### src/rtl/tanh_lut_arbiter.sv
// Round-robin arbiter that shares one piecewise-linear tanh LUT between N_REQ requesters through a 3-stage pipeline.
// Optional accept counter (acc_cnt/cnt_clr) is built when TANH_LUT_ARBITER_STATS_EN is defined.
module tanh_lut_arbiter #(
    parameter int N_REQ = 4,
    parameter int ID_W  = 2
) (
    input  logic                 clk,
    input  logic                 rst,
    input  logic [N_REQ-1:0]     req_valid,
    output logic [N_REQ-1:0]     req_ready,
    input  logic [8*N_REQ-1:0]   req_data,
    output logic                 rsp_valid,
    input  logic                 rsp_ready,
    output logic [ID_W-1:0]      rsp_id,
    output logic signed [7:0]    rsp_data
`ifdef TANH_LUT_ARBITER_STATS_EN
    ,
    output logic [15:0]          acc_cnt,
    input  logic                 cnt_clr
`endif
);

    function automatic logic signed [7:0] lut_entry(input logic [3:0] a);
        logic signed [7:0] e;
        case (a)
            4'd0:                                  e = 8'sd0;
            4'd1:                                  e = 8'sd12;
            4'd2, 4'd3, 4'd4, 4'd5, 4'd6, 4'd7:    e = 8'sd15;
            4'd15:                                 e = -8'sd12;
            default:                               e = -8'sd15;
        endcase
        return e;
    endfunction

    logic [7:0]        req_x [N_REQ];
    logic [N_REQ-1:0]  grant;
    logic [ID_W-1:0]   gid;
    logic              found;
    int                idx;
    logic              advance;
    logic              accept;
    logic [ID_W-1:0]   ptr_reg;
    logic [ID_W-1:0]   ptr_next;

    logic              v1_reg, v2_reg, v3_reg;
    logic [7:0]        x1_reg;
    logic [ID_W-1:0]   id1_reg, id2_reg;
    logic signed [7:0] base2_reg, next2_reg;
    logic [3:0]        frac2_reg;

    logic [3:0]        addr1;
    logic [3:0]        addr1_next;
    logic signed [8:0] diff;
    logic signed [12:0] prod;
    logic signed [7:0] frac_term;
    logic signed [7:0] y;

    generate
        for (genvar gi = 0; gi < N_REQ; gi++) begin : g_slice
            assign req_x[gi] = req_data[8*gi +: 8];
        end
    endgenerate

    // First valid requester at or after ptr, wrapping modulo N_REQ.
    always_comb begin
        grant = '0;
        gid   = '0;
        found = 1'b0;
        idx   = 0;
        for (int k = 0; k < N_REQ; k++) begin
            idx = int'(ptr_reg) + k;
            if (idx >= N_REQ) idx = idx - N_REQ;
            if (!found && req_valid[idx]) begin
                found      = 1'b1;
                grant[idx] = 1'b1;
                gid        = ID_W'(idx);
            end
        end
    end

    assign advance   = !v3_reg | rsp_ready;
    assign req_ready = {N_REQ{advance & rst}} & grant;
    assign accept    = |req_ready;
    assign ptr_next  = (gid == ID_W'(N_REQ - 1)) ? '0 : gid + 1'b1;
    assign rsp_valid = v3_reg;

    assign addr1      = x1_reg[7:4];
    assign addr1_next = (addr1 == 4'd15) ? 4'd0 :
                        (addr1 == 4'd7)  ? 4'd7 : addr1 + 4'd1;

    // Slopes are never steep enough for y to leave the 8-bit range.
    assign diff      = {next2_reg[7], next2_reg} - {base2_reg[7], base2_reg};
    assign prod      = $signed({{4{diff[8]}}, diff}) * $signed({9'b0, frac2_reg});
    assign frac_term = 8'(prod >>> 4);
    assign y         = base2_reg + frac_term;

    always_ff @(posedge clk or negedge rst) begin
        if (!rst) begin
            ptr_reg   <= '0;
            v1_reg    <= 1'b0;
            v2_reg    <= 1'b0;
            v3_reg    <= 1'b0;
            x1_reg    <= '0;
            id1_reg   <= '0;
            id2_reg   <= '0;
            base2_reg <= '0;
            next2_reg <= '0;
            frac2_reg <= '0;
            rsp_id    <= '0;
            rsp_data  <= '0;
        end else if (advance) begin
            v1_reg <= accept;
            if (accept) begin
                x1_reg  <= req_x[gid];
                id1_reg <= gid;
                ptr_reg <= ptr_next;
            end
            v2_reg <= v1_reg;
            if (v1_reg) begin
                base2_reg <= lut_entry(addr1);
                next2_reg <= lut_entry(addr1_next);
                frac2_reg <= x1_reg[3:0];
                id2_reg   <= id1_reg;
            end
            v3_reg <= v2_reg;
            if (v2_reg) begin
                rsp_data <= y;
                rsp_id   <= id2_reg;
            end
        end
    end

`ifdef TANH_LUT_ARBITER_STATS_EN
    always_ff @(posedge clk or negedge rst) begin
        if (!rst) begin
            acc_cnt <= '0;
        end else if (cnt_clr) begin
            acc_cnt <= accept ? 16'd1 : 16'd0;
        end else if (accept && acc_cnt != 16'hFFFF) begin
            acc_cnt <= acc_cnt + 16'd1;
        end
    end
`endif

endmodule
### config.mk
export PLATFORM = sky130hd
export DESIGN_NAME = tanh_lut_arbiter
export DESIGN_NICKNAME = d
export VERILOG_FILES = /design/src/rtl/tanh_lut_arbiter.sv
export SDC_FILE = /design/constraint.sdc
export NUM_CORES = 1
export LEC_CHECK = 0
export ABC_AREA = 0
export CAP_MARGIN = 10
export CELL_PAD_IN_SITES_DETAIL_PLACEMENT = 1
export CELL_PAD_IN_SITES_GLOBAL_PLACEMENT = 1
export CORE_MARGIN = 5
export CORE_UTILIZATION = 47
export DETAILED_ROUTE_END_ITERATION = 10
export PLACE_DENSITY = 0.95
export SLEW_MARGIN = 20
export SYNTH_ARGS = -nofsm -noshare
export SYNTH_HDL_FRONTEND = slang
export SYNTH_SLANG_ARGS = --single-unit
### constraint.sdc
create_clock -name clk -period 17.3 [get_ports clk]
set_input_delay 2.595 -clock clk [delete_from_list [all_inputs] [get_ports clk]]
set_output_delay 2.595 -clock clk [all_outputs]
set_load 0.005 [all_outputs]
==> results.md, run 1 <==
- The max-cap violation count is 0.
- Clock tree synthesis selected as its root buffer the cell sky130_fd_sc_hd__clkbuf_8.
- The start-to-end type of the worst setup path is in -> out.
- Sorting the synthesized cells by area gives the leading types as sky130_fd_sc_hd__dfrtp_1 (26%), sky130_fd_sc_hd__ha_1 (12%), sky130_fd_sc_hd__fa_1 (9.0%).
- The net count of the finished layout is 553.
- TritonCTS built the clock tree.
- The biggest area contributor in the post-synthesis netlist is sky130_fd_sc_hd__dfrtp_1.
- The final hold violation count is 0.
- Across the routed clock network, the largest skew measured is ~0.0046 ns.
- In this run the remaining antenna-violating nets after routing total 0.
- The number of nets handed over by synthesis was 511.
- Counting every sink on the clock net gives 41.
- Registers take 1026 sq um.
- The number of hold-repair buffers added at the cts stage is 0.
- The post-synthesis instance area is 3995 sq um.
- The placed wire-length estimate after detailed placement is 7889 um.
- The required time reported for the critical path endpoint is about 15 ns.
- The final weighted congestion of routability-driven global placement is 0.7940.
- The terminus of the critical flop-to-flop path is rsp_data[7]$_DFFE_PN0P_.
- Global routing consumed, over all layers together, 19.63% of the routing resources.
- 0 antenna diodes ended up in the layout.
- The path with the worst hold slack has its endpoint at next2_reg[0]$_DFFE_PN0P_.
- The worst hold path belongs to the class reg -> reg.
- The number of setup buffers added after CTS is 0.
- The minimum clock period after layout is between 7 and 8 ns.
- The number of gates resized after CTS is 0.
- The final critical path takes up 45.34% of the cycle.
- On the critical path, the stage with the largest delay is an instance of sky130_fd_sc_hd__mux4_2.
- The length of the first detailed-routing pass in iterations is 4.
- Counting distinct cell types in the post-synthesis netlist gives 49.
- OpenSTA, run right after detailed placement, puts the worst setup slack at 9.472 ns.
- The floorplan step defined a die boundary enclosing between 10000 and 15000 sq um.
- For the worst-skew pair, the clock arrives at the later sink with an insertion delay of 0.30 ns.
- For this run, the leading register cell type out of synthesis is sky130_fd_sc_hd__dfrtp_1.
- The H-tree was split into 2 levels.
- The number of buffers inserted during clock tree synthesis is 5.
- The number of buffer and inverter instances along the worst setup path is 2.
- Buffers placed on the I/O ports in this run total 53.
- Of the post-synthesis cell area, the dominant cell type holds 25.68%.
- The nature of the critical path startpoint is an input pin.
- The count of pins on the block boundary is 54.
- The growth of design area from synthesis to finish is 16.69%.
- The total via count in the routed design is approximately 3100.
- After layout, the worst setup slack is 9.457 ns.
- Measured along the x axis, the die boundary spans 102.2 um.
- The stage delay of the slowest cell on the critical path is 0.69 ns.
- The routed design has slightly below 10000 um of wire.
- Traced cell by cell, the critical path runs through clkdlybuf4s50_1, mux4_2, nor4b_4, a22oi_1, a31oi_1, clkdlybuf4s50_1.
- The number of stages on the worst hold path is 1.
- The floorplan die height is 102.2 um.
- The total negative slack is 0 ns.
- The worst register-to-register path has a depth of 23.
- The starting utilization of the core area is 48.38%.
- For this run, the register share of the synthesized area comes to approximately 26%.
- Counting the fill cells in the layout gives 932.
- The number of setup violations in the final report is 0.
- The gate family responsible for the most delay along the worst path is buffers and inverters.
- The share of synthesized flip-flops with an asynchronous set or reset is 100.0%.
- The via count of the first global-routing pass came to 3469.
- The number of design-rule violations left by the first detailed-router iteration is 123.
- The mean routed wirelength per cell is 17.08 um.
- After technology mapping, the gate count stands at a little over 400.
- The register-to-register setup slack is 11.08 ns.
- The data arrival time at the worst-slack endpoint is 5.25 ns.
- The worst setup path is captured at an output port.
- The maximum number of pins on one net before global-route repair is 43.
- The reg-to-reg startpoint is base2_reg[1]$_DFFE_PN0P_.
- The residual DRC count is 0.
- The number of flops mapped to enable cells by yosys is 0.
- The number of antenna violations at the first check in global routing is 0.
- The worst pin sits at a relative slew slack of 32.86%.
- Synthesis inferred around 40 register bits.
- The clock passes through at most 2 buffers.
- The multi-input combinational cell area is 2698 sq um.
- The measured slew at the worst slew-check pin is around 1 ns.
- Setup repair after global routing left no endpoint under its margin.
- The via-per-instance ratio is 5.563.
- After floorplanning, the core was sized to cover ~8300 sq um.
- The number of max-slew violations in the final report is 0.
- The total number of yosys warnings is 0.
- The number of placement rows is 33.
- The wire length of the first global-routing pass is 16330 um.
- The worst hold path begins at next2_reg[0]$_DFFE_PN0P_.
- The clock-pin slew on the worst setup and hold paths is 0.08 ns.
- The maximum net fanout on the critical path is 15.
- The total overflow reported by the global router is 0.
- Of the cells placed in the final design, the portion with a size suffix greater than 1 is roughly a tenth.
- The run finished with clean final reports.
- In this run the mean area of a mapped cell was 9.627 sq um.
- The critical path's most frequent cell is sky130_fd_sc_hd__clkdlybuf4s50_1.
- At the end of the flow the core is filled with cells to between 50% and 60%.
- The maximum clock rate is 127.5 MHz.
[area by class of cell]
class / count / area share, %
clock buffers: 5 / 1.476
clock inverters: 3 / 0.3757
inverters: 48 / 3.865
multi-input cells: 306 / 57.86
flip-flops and latches: 41 / 22.01
well taps: 105 / 2.818
repair buffers: 55 / 11.59
[stage by stage]
step	hold WS, ns	instances	instance area, sq um
floorplan	0.4365	415	3995
global placement	0.4555	555	4568
detailed placement	0.4669	555	4568
CTS	0.4852	563	4654
global route	0.5227	563	4662
finish	0.4816	563	4662
[synthesized netlist by cell type, types with 2 or more instances]
master                     number
sky130_fd_sc_hd__inv_1         48
sky130_fd_sc_hd__dfrtp_1       41
sky130_fd_sc_hd__ha_1          39
sky130_fd_sc_hd__nand2_1       35
sky130_fd_sc_hd__mux2_2        24
sky130_fd_sc_hd__mux2i_1       24
sky130_fd_sc_hd__nor2b_1       22
sky130_fd_sc_hd__a21oi_1       18
sky130_fd_sc_hd__fa_1          18
sky130_fd_sc_hd__o21ai_0       17
sky130_fd_sc_hd__xnor2_1       15
sky130_fd_sc_hd__nor2_1        12
sky130_fd_sc_hd__clkbuf_1      11
sky130_fd_sc_hd__nand2b_1      10
sky130_fd_sc_hd__a21o_1         9
sky130_fd_sc_hd__and2_1         7
sky130_fd_sc_hd__xor2_1         6
sky130_fd_sc_hd__a31oi_1        5
sky130_fd_sc_hd__a211oi_1       4
sky130_fd_sc_hd__a22oi_1        4
sky130_fd_sc_hd__buf_2          4
sky130_fd_sc_hd__nand3b_1       4
sky130_fd_sc_hd__nor3_1         4
sky130_fd_sc_hd__mux4_2         3
sky130_fd_sc_hd__o21a_1         3
sky130_fd_sc_hd__a21boi_0       2
sky130_fd_sc_hd__and3_1         2
sky130_fd_sc_hd__buf_6          2
sky130_fd_sc_hd__or4_1          2
[layout by cell type, fill, tap and decap left out, drive strengths merged, types with 4 or more instances in the layout]
master / instances
a21o: 9
nand2: 35
mux4: 4
nor2b: 22
mux2i: 24
nand3b: 4
nor3: 4
nor2: 12
fa: 18
nand2b: 10
dfrtp: 41
inv: 48
and2: 7
mux2: 25
xor2: 6
ha: 39
a22oi: 4
a211oi: 4
clkdlybuf4s50: 52
xnor2: 15
o21ai: 18
a21oi: 18
a31oi: 5
clkbuf: 5
[how the worst max path moves through the flow]
stage | startpoint | cells after the start | end | slack [ns]
global route | req_valid[2] | 6 | req_ready[0] | 9.33
floorplan | req_valid[3] | 5 | req_ready[3] | 10.73
global placement | req_valid[2] | 6 | req_ready[3] | 9.63
detailed placement | req_valid[2] | 6 | req_ready[3] | 9.47
finish | req_valid[2] | 6 | req_ready[3] | 9.46
CTS | req_valid[2] | 6 | req_ready[3] | 9.47
[routing by layer]
metal / global-route usage, % / part of all wire, %
met2: 37.93 / 55
met3: 2.935 / 3.1
met4: 6.862 / 2.5
met5: 0 / 0
met1: 21.60 / 40
[cells by family after synthesis]
kind of cell,share of synthesized area (%)
buf+inv,7.266
xor+xnor,5.168
fa+ha+maj,21.23
mux,15.50
simple gates,13.91
flops,25.68
compound gates,11.24
Power of run 1 is left out: the tool's default activity adds up to more than one toggle a clock period on the data nets, which glitch-free logic cannot reach.
==> inputs of run 2 (changes only) <==
--- a/config.mk
+++ b/config.mk
@@ -10,9 +10,9 @@
 export CELL_PAD_IN_SITES_DETAIL_PLACEMENT = 1
 export CELL_PAD_IN_SITES_GLOBAL_PLACEMENT = 1
 export CORE_MARGIN = 5
-export CORE_UTILIZATION = 47
+export CORE_UTILIZATION = 44
 export DETAILED_ROUTE_END_ITERATION = 10
-export PLACE_DENSITY = 0.95
+export PLACE_DENSITY = 0.94
 export SLEW_MARGIN = 20
 export SYNTH_ARGS = -nofsm -noshare
 export SYNTH_HDL_FRONTEND = slang
==> constraint.sdc (replaced) <==
create_clock -name clk -period 7.4 [get_ports clk]
set_input_delay 1.11 -clock clk [delete_from_list [all_inputs] [get_ports clk]]
set_output_delay 1.11 -clock clk [all_outputs]
set_load 0.005 [all_outputs]
==> run 2 against run 1 <==
  * Clock-buffer cell count unchanged
  * Final cell count up 0.36%
  * Via count grew 0.89%
  * Setup slack worse by 8.5 ns
  * Register-to-register slack lost 10 ns
  * Critical path depth is 17 higher
  * Final area about the same
  * Flip-flop and latch count unchanged
  * Die area rose by 6.1%
  * Largest cell class unchanged
==> results.md, run 2 (same netlist as run 1, synthesis figures left out) <==
- The flow ran to the end, and the final reports show no timing, DRC or antenna violations.
- The starting utilization of the core area is 45.37% (-3.0 points).
- The measured slew at the worst slew-check pin is 0.9585 ns (-0.04867 ns).
- The total overflow reported by the global router is 0 (unchanged).
- The cell at the root of the clock tree is sky130_fd_sc_hd__clkbuf_8.
- The maximum net fanout on the critical path is 4 (-11).
- The number of setup violations in the final report is 0 (unchanged).
- The minimum clock period after layout is about 6.4 ns.
- The total via count in the routed design is 3160 (+0.89%).
- The number of max-slew violations in the final report is 0 (unchanged).
- The cell type of the slowest stage on the worst timing path is sky130_fd_sc_hd__fa_1.
- The library cell used most frequently in the layout, excluding fill and tap cells, is sky130_fd_sc_hd__clkdlybuf4s50_1.
- The worst hold slack was 0.4877 ns (+0.006164 ns).
- The final-stage net count is 552 (-0.18%).
- The number of hold-repair buffers added at the cts stage is 0 (unchanged).
- The number of buffers inserted by port buffering came to 53 (unchanged).
- The number of gates resized after CTS is 0 (unchanged).
- Dividing the final minimum period by the clock period gives between 80% and 90%.
- The number of buffers inserted during clock tree synthesis is 5 (unchanged).
- The residual DRC count is 0 (unchanged).
- STA classifies the critical path endpoint as a flop.
- Counting stages on the worst path, the most repeated cell is sky130_fd_sc_hd__fa_1.
- The insertion delay of the later-clocked pin in the worst-skew pair is 0.30 ns (about the same).
- The maximum level of the CTS H-tree came to 2 (unchanged).
- The placed wire-length estimate after detailed placement is 8257 um (+4.7%).
- The stage delay of the slowest cell on the critical path is 0.60 ns (-0.09 ns).
- The sum of routed wire length over all layers is 10350 um (+7.7%).
- Timing would allow up to 155.7 MHz.
- TritonCTS built the clock tree.
- The number of antenna-violating nets in the routed design came to 0 (unchanged).
- The total negative slack is 0 ns (unchanged).
- The wire length on met2 is 5785 um (+9.9%).
- The number of setup buffers added after CTS came to 0 (unchanged).
- The count of clock tree sinks came to 41 (unchanged).
- The number of design-rule violations left by the first detailed-router iteration came to 88 (-28%).
- The met1 wire length came to 4075 um (+6.9%).
- The data arrival time at the worst-slack endpoint came to 6.62 ns (+1.37 ns).
- The global routing usage summed across all routing layers is 19.40% (-0.24 points).
- The via count of the first global-routing pass is 3630 (+4.6%).
- The tightest slew margin relative to the limit came to 36.10% (+3.2 points).
- The buffer levels on the longest clock path is 2 (unchanged).
- The met3 routed wirelength is 250 um (-16%).
- The proportion of layout cells with a drive suffix above 1 came to 9.628% (-0.20 points).
- The final weighted congestion of routability-driven global placement is 0.7929 (-0.14%).
- The signal on the critical path passes through ha_1, fa_1, inv_1, a21o_1, a21oi_1, fa_1, nor2b_1, fa_1, inv_1, fa_1, inv_1, ha_1, nand2_1, o21ai_0, a21oi_1, ha_1, a21o_1, a21oi_1, nor2b_1, o21a_1, o41ai_1, xnor3_1, mux2_2.
- The count of pins on the block boundary is 54 (unchanged).
- STA classifies the critical path startpoint as a flop.
- The horizontal extent of the die is 105.3 um (+3.0%).
- The topmost layer with routed signal wires is met4.
- The number of buffer and inverter instances along the worst setup path was 3 (+1).
- The clock-pin slew on the worst setup and hold paths is 0.09 ns (about the same).
- The area of the core is 8806 sq um (+6.6%).
- The required time reported for the critical path endpoint is 7.60 ns (-7.10 ns).
- The die footprint was 11080 sq um (+6.1%).
- Setup repair after global routing left no endpoint under its margin.
- The start-to-end type of the worst setup path is reg -> reg.
- Grouping stages by cell kind, the critical path spends the most delay in adder cells.
- The number of diodes is 0 (unchanged).
- The maximum number of pins on one net before global-route repair came to 43 (unchanged).
- The number of placement rows is 34 (+3.0%).
- The growth of design area from synthesis to finish is 16.60% (about the same).
- The final hold violation count came to 0 (unchanged).
- The number of inserted filler cells in the final layout is 1018 (+9.2%).
- The mean routed wirelength per cell came to 18.32 um (+7.3%).
- The type of the most critical hold path is reg -> reg.
- The wire length of the first global-routing pass is 17600 um (+7.7%).
- The floorplan die height is 105.3 um (+3.0%).
- The worst-case clock skew is 0.01222 ns (+0.007621 ns).
- The length of the first detailed-routing pass in iterations is 4 (unchanged).
- The number of antenna violations at the first check in global routing came to 0 (unchanged).
- The utilization of the core after routing came to 52.90% (-3.6 points).
- Leaving out fill and tap cells, the most frequent cells in the layout are sky130_fd_sc_hd__clkdlybuf4s50_1 (52), sky130_fd_sc_hd__inv_1 (48), sky130_fd_sc_hd__dfrtp_1 (41), sky130_fd_sc_hd__ha_1 (39), sky130_fd_sc_hd__nand2_1 (35).
- The max-cap violation count is 0 (unchanged).
- The via-per-instance ratio was 5.593 (+0.54%).
-- run 2: metal layers --
| layer | vias up | global-route usage (%) |
|---|---|---|
| met3 | 20 | 1.834 |
| met4 | 0 | 6.467 |
| met1 | 1591 | 21.48 |
| li1 | 1489 | - |
| met2 | 60 | 38.30 |
| met5 | - | 0 |
-- run 2: tightest hold or removal path, delay by kind of cell (launching register included) --
family	cells	cell delay (ns)
compound gates	1	0.06
flops	1	0.35
simple gates	1	0.04
-- run 2: cell type report --
| type | instances | area (sq um) | area share (%) |
|---|---|---|---|
| multi-input cells | 306 | 2698 | 57.91 |
| clock inverters | 3 | 17.52 | 0.3760 |
| clock buffers | 5 | 68.82 | 1.477 |
| inverters | 48 | 180.2 | 3.868 |
| well taps | 108 | 135.1 | 2.901 |
| flip-flops and latches | 41 | 1026 | 22.03 |
| repair buffers | 54 | 533.0 | 11.44 |
-- run 2: final timing paths --
check | slack (ns) | end | startpoint | cells past startpoint
min in group asynchronous | 0.86 | rsp_data[1]$_DFFE_PN0P_ | rst | 2
worst min register to register | 0.49 | rsp_data[2]$_DFFE_PN0P_ | rsp_data[2]$_DFFE_PN0P_ | 2
worst max-delay path | 0.98 | rsp_data[7]$_DFFE_PN0P_ | base2_reg[0]$_DFFE_PN0P_ | 23
max in group asynchronous | 6.14 | rsp_id[1]$_DFFE_PN0P_ | rst | 2
worst max register to register | 0.98 | rsp_data[7]$_DFFE_PN0P_ | base2_reg[0]$_DFFE_PN0P_ | 23
worst min-delay path | 0.49 | rsp_data[2]$_DFFE_PN0P_ | rsp_data[2]$_DFFE_PN0P_ | 2
-- run 2: through the flow --
step | cell area [sq um] | instances | setup WS, ns
6_report | 4658 | 565 | 0.9792
5_1_grt | 4658 | 565 | 0.6012
4_1_cts | 4651 | 565 | 0.9964
3_5_place_dp | 4564 | 557 | 1.053
3_3_place_gp | 4564 | 557 | 1.409
2_1_floorplan | 3995 | 415 | 1.714
Power of run 2 is left out for the same reason.
==> inputs of run 3 (changes only) <==
--- a/config.mk
+++ b/config.mk
@@ -6,7 +6,7 @@
 export NUM_CORES = 1
 export LEC_CHECK = 0
 export ABC_AREA = 0
-export CAP_MARGIN = 10
+export CAP_MARGIN = 30
 export CELL_PAD_IN_SITES_DETAIL_PLACEMENT = 1
 export CELL_PAD_IN_SITES_GLOBAL_PLACEMENT = 1
 export CORE_MARGIN = 5
==> run 3 against run 2 <==
  * Sequential share of layout area barely moved
  * Fmax decreased by 2.3%
  * Core utilization is essentially flat
  * Final area about the same
  * Routed wire length shrank 1.1%
  * Critical path depth is the same
  * First-iteration DRC count is 10% lower
  * Flip-flop and latch count is the same
  * Final cell count is 0.18% higher
  * Clock-buffer cell count unchanged
  * Non-clock buffer count up 1
  * Die area did not move
  * Highest routed layer unchanged
==> results.md, run 3 (same netlist as run 1, synthesis figures left out) <==
- The flow ran to the end, and the final reports show no timing, DRC or antenna violations.
- The worst hold slack is 0.4941 ns (+0.006425 ns).
- The area of the core is 8806 sq um (unchanged).
- The share of the clock period used by the worst path after layout is 88.85% (+2.1 points).
- The met3 routed wirelength is 351 um (+40%).
- The maximum number of pins on one net before global-route repair is 43 (unchanged).
- The number of setup buffers added after CTS is 0 (unchanged).
- The cell at the root of the clock tree is sky130_fd_sc_hd__clkbuf_8.
- The worst-case clock skew is 0.01037 ns (-0.001846 ns).
- The total via count in the routed design is 3134 (-0.82%).
- The nature of the critical path startpoint is a flop.
- The minimum clock period after layout is 6.575 ns (+0.1542 ns).
- The number of inserted filler cells in the final layout is 1004 (-1.4%).
- Traced cell by cell, the critical path runs through inv_1, ha_1, a21o_1, a21oi_1, xnor2_1, and2_1, ha_1, fa_1, inv_1, fa_1, inv_1, ha_1, nand2_1, o21ai_0, a21oi_1, ha_1, a21o_1, a21oi_1, nor2b_1, o21a_1, o41ai_1, xnor3_1, mux2_2.
- The proportion of layout cells with a drive suffix above 1 is 9.825% (+0.20 points).
- The global routing usage summed across all routing layers is 18.89% (-0.50 points).
- The number of antenna violations at the first check in global routing was 0 (unchanged).
- The residual DRC count came to 0 (unchanged).
- In this run the top signal layer used is met4.
- The total overflow reported by the global router is 0 (unchanged).
- The final hold violation count is 0 (unchanged).
- The maximum net fanout on the critical path is 5 (+1).
- The count of clock tree sinks is 41 (unchanged).
- The tightest slew margin relative to the limit is 32.61% (-3.5 points).
- The number of hold-repair buffers added at the cts stage is 0 (unchanged).
- The measured slew at the worst slew-check pin is 1.011 ns (+0.05245 ns).
- Setup repair after global routing left no endpoint under its margin.
- The number of design-rule violations left by the first detailed-router iteration was 79 (-10%).
- The number of diodes was 0 (unchanged).
- The final weighted congestion of routability-driven global placement is 0.7929 (unchanged).
- TritonCTS built the clock tree.
- The data arrival time at the worst-slack endpoint is 6.77 ns (+0.15 ns).
- The most frequent standard cell in the layout excluding fill and tap cells is sky130_fd_sc_hd__clkdlybuf4s50_1.
- The wire length of the first global-routing pass was 17250 um (-2.0%).
- The number of setup violations in the final report is 0 (unchanged).
- The floorplan die height was 105.3 um (unchanged).
- The number of max-slew violations in the final report came to 0 (unchanged).
- The sum of routed wire length over all layers is 10230 um (-1.1%).
- The register area is 1026 sq um (unchanged).
- The growth of design area from synthesis to finish was 16.69% (about the same).
- The final-stage net count is 553 (+0.18%).
- The starting utilization of the core area was 45.37% (unchanged).
- The number of antenna-violating nets in the routed design is 0 (unchanged).
- The buffer levels on the longest clock path was 2 (unchanged).
- The via count of the first global-routing pass came to 3579 (-1.4%).
- The length of the first detailed-routing pass in iterations is 4 (unchanged).
- The maximum clock rate came to 152.1 MHz (-2.3%).
- The multi-input combinational cell area is 2690 sq um (-0.28%).
- The clock-pin slew on the worst setup and hold paths is 0.09 ns (about the same).
- In the layout the commonest cells are sky130_fd_sc_hd__clkdlybuf4s50_1 (52), sky130_fd_sc_hd__inv_1 (48), sky130_fd_sc_hd__dfrtp_1 (41), sky130_fd_sc_hd__ha_1 (39), sky130_fd_sc_hd__nand2_1 (35).
- The number of gates resized after CTS is 0 (unchanged).
- The max-cap violation count is 0 (unchanged).
- The type of the most critical hold path is reg -> reg.
- The number of buffers inserted by port buffering is 53 (unchanged).
- The via-per-instance ratio is 5.537 (-1.0%).
- The critical path's most frequent cell is sky130_fd_sc_hd__ha_1.
- The wire length on met2 was 5706 um (-1.4%).
- The worst setup path is captured at a flop.
- The number of placement rows was 34 (unchanged).
- The number of buffers inserted during clock tree synthesis is 5 (unchanged).
- The mean routed wirelength per cell came to 18.08 um (-1.3%).
- The total negative slack came to 0 ns (unchanged).
- The die footprint is 11080 sq um (unchanged).
- The required time reported for the critical path endpoint was 7.60 ns (about the same).
- The maximum level of the CTS H-tree is 2 (unchanged).
- The insertion delay of the later-clocked pin in the worst-skew pair is 0.31 ns (about the same).
- The slowest stage of the critical path belongs to the cell sky130_fd_sc_hd__fa_1.
- The stage delay of the slowest cell on the critical path is 0.55 ns (-0.05 ns).
- The met1 wire length is 3949 um (-3.1%).
- The worst setup path is of the reg -> reg kind.
- The placed wire-length estimate after detailed placement is 8305 um (+0.59%).
- The count of pins on the block boundary is 54 (unchanged).
- The horizontal extent of the die is 105.3 um (unchanged).
## run 3: cell types whose count changed in the layout (fill, tap and decap cells not counted)
cell,delta
sky130_fd_sc_hd__a21oi_4,-1
sky130_fd_sc_hd__buf_6,+1
sky130_fd_sc_hd__a21oi_2,+1
## run 3: stage by stage
step / cells / cell area, sq um / util [%] / setup WS (ns)
2_1_floorplan: 415 / 3995 / - / 1.714
3_3_place_gp: 557 / 4564 / 51.83 / 1.409
3_5_place_dp: 558 / 4576 / 51.96 / 1.013
4_1_cts: 566 / 4662 / 52.94 / 0.9161
5_1_grt: 566 / 4662 / 52.94 / 0.6735
6_report: 566 / 4662 / 52.94 / 0.8251
## run 3: worst paths after layout
kind | start | to | slack (ns) | cells after the start
setup / recovery | base2_reg[1]$_DFFE_PN0P_ | rsp_data[7]$_DFFE_PN0P_ | 0.83 | 23
hold reg to reg | rsp_data[3]$_DFFE_PN0P_ | rsp_data[3]$_DFFE_PN0P_ | 0.49 | 2
max in group asynchronous | rst | rsp_id[1]$_DFFE_PN0P_ | 6.15 | 2
setup reg to reg | base2_reg[1]$_DFFE_PN0P_ | rsp_data[7]$_DFFE_PN0P_ | 0.83 | 23
hold / removal | rsp_data[3]$_DFFE_PN0P_ | rsp_data[3]$_DFFE_PN0P_ | 0.49 | 2
min in group asynchronous | rst | rsp_data[1]$_DFFE_PN0P_ | 0.86 | 2
## run 3: worst max-delay path: cells and delay by family, from the launching register on
| family | cells | cell delay, ns |
|---|---|---|
| muxes | 1 | 0.26 |
| AOI/OAI and AO/OA | 8 | 2.21 |
| and+or+nand+nor | 3 | 0.36 |
| adders and majority gates | 6 | 2.26 |
| DFF | 1 | 0.50 |
| buffers and inverters | 3 | 0.18 |
| xor gates and xnor gates | 2 | 0.69 |
## run 3: final cells by class
class                           count  area share, %
Sequential cell                    41          22.01
Tap cell                          108          2.899
Clock inverter                      3         0.3757
Timing Repair Buffer               55          11.67
Clock buffer                        5          1.476
Inverter                           48          3.865
Multi-Input combinational cell    306          57.70
## run 3: metal layers
layer | track usage (%) | vias up
met5 | 0 | -
met2 | 37.57 | 69
met4 | 5.717 | 0
met3 | 2.200 | 20
met1 | 20.67 | 1555
li1 | - | 1490
Power of run 3 is left out for the same reason.
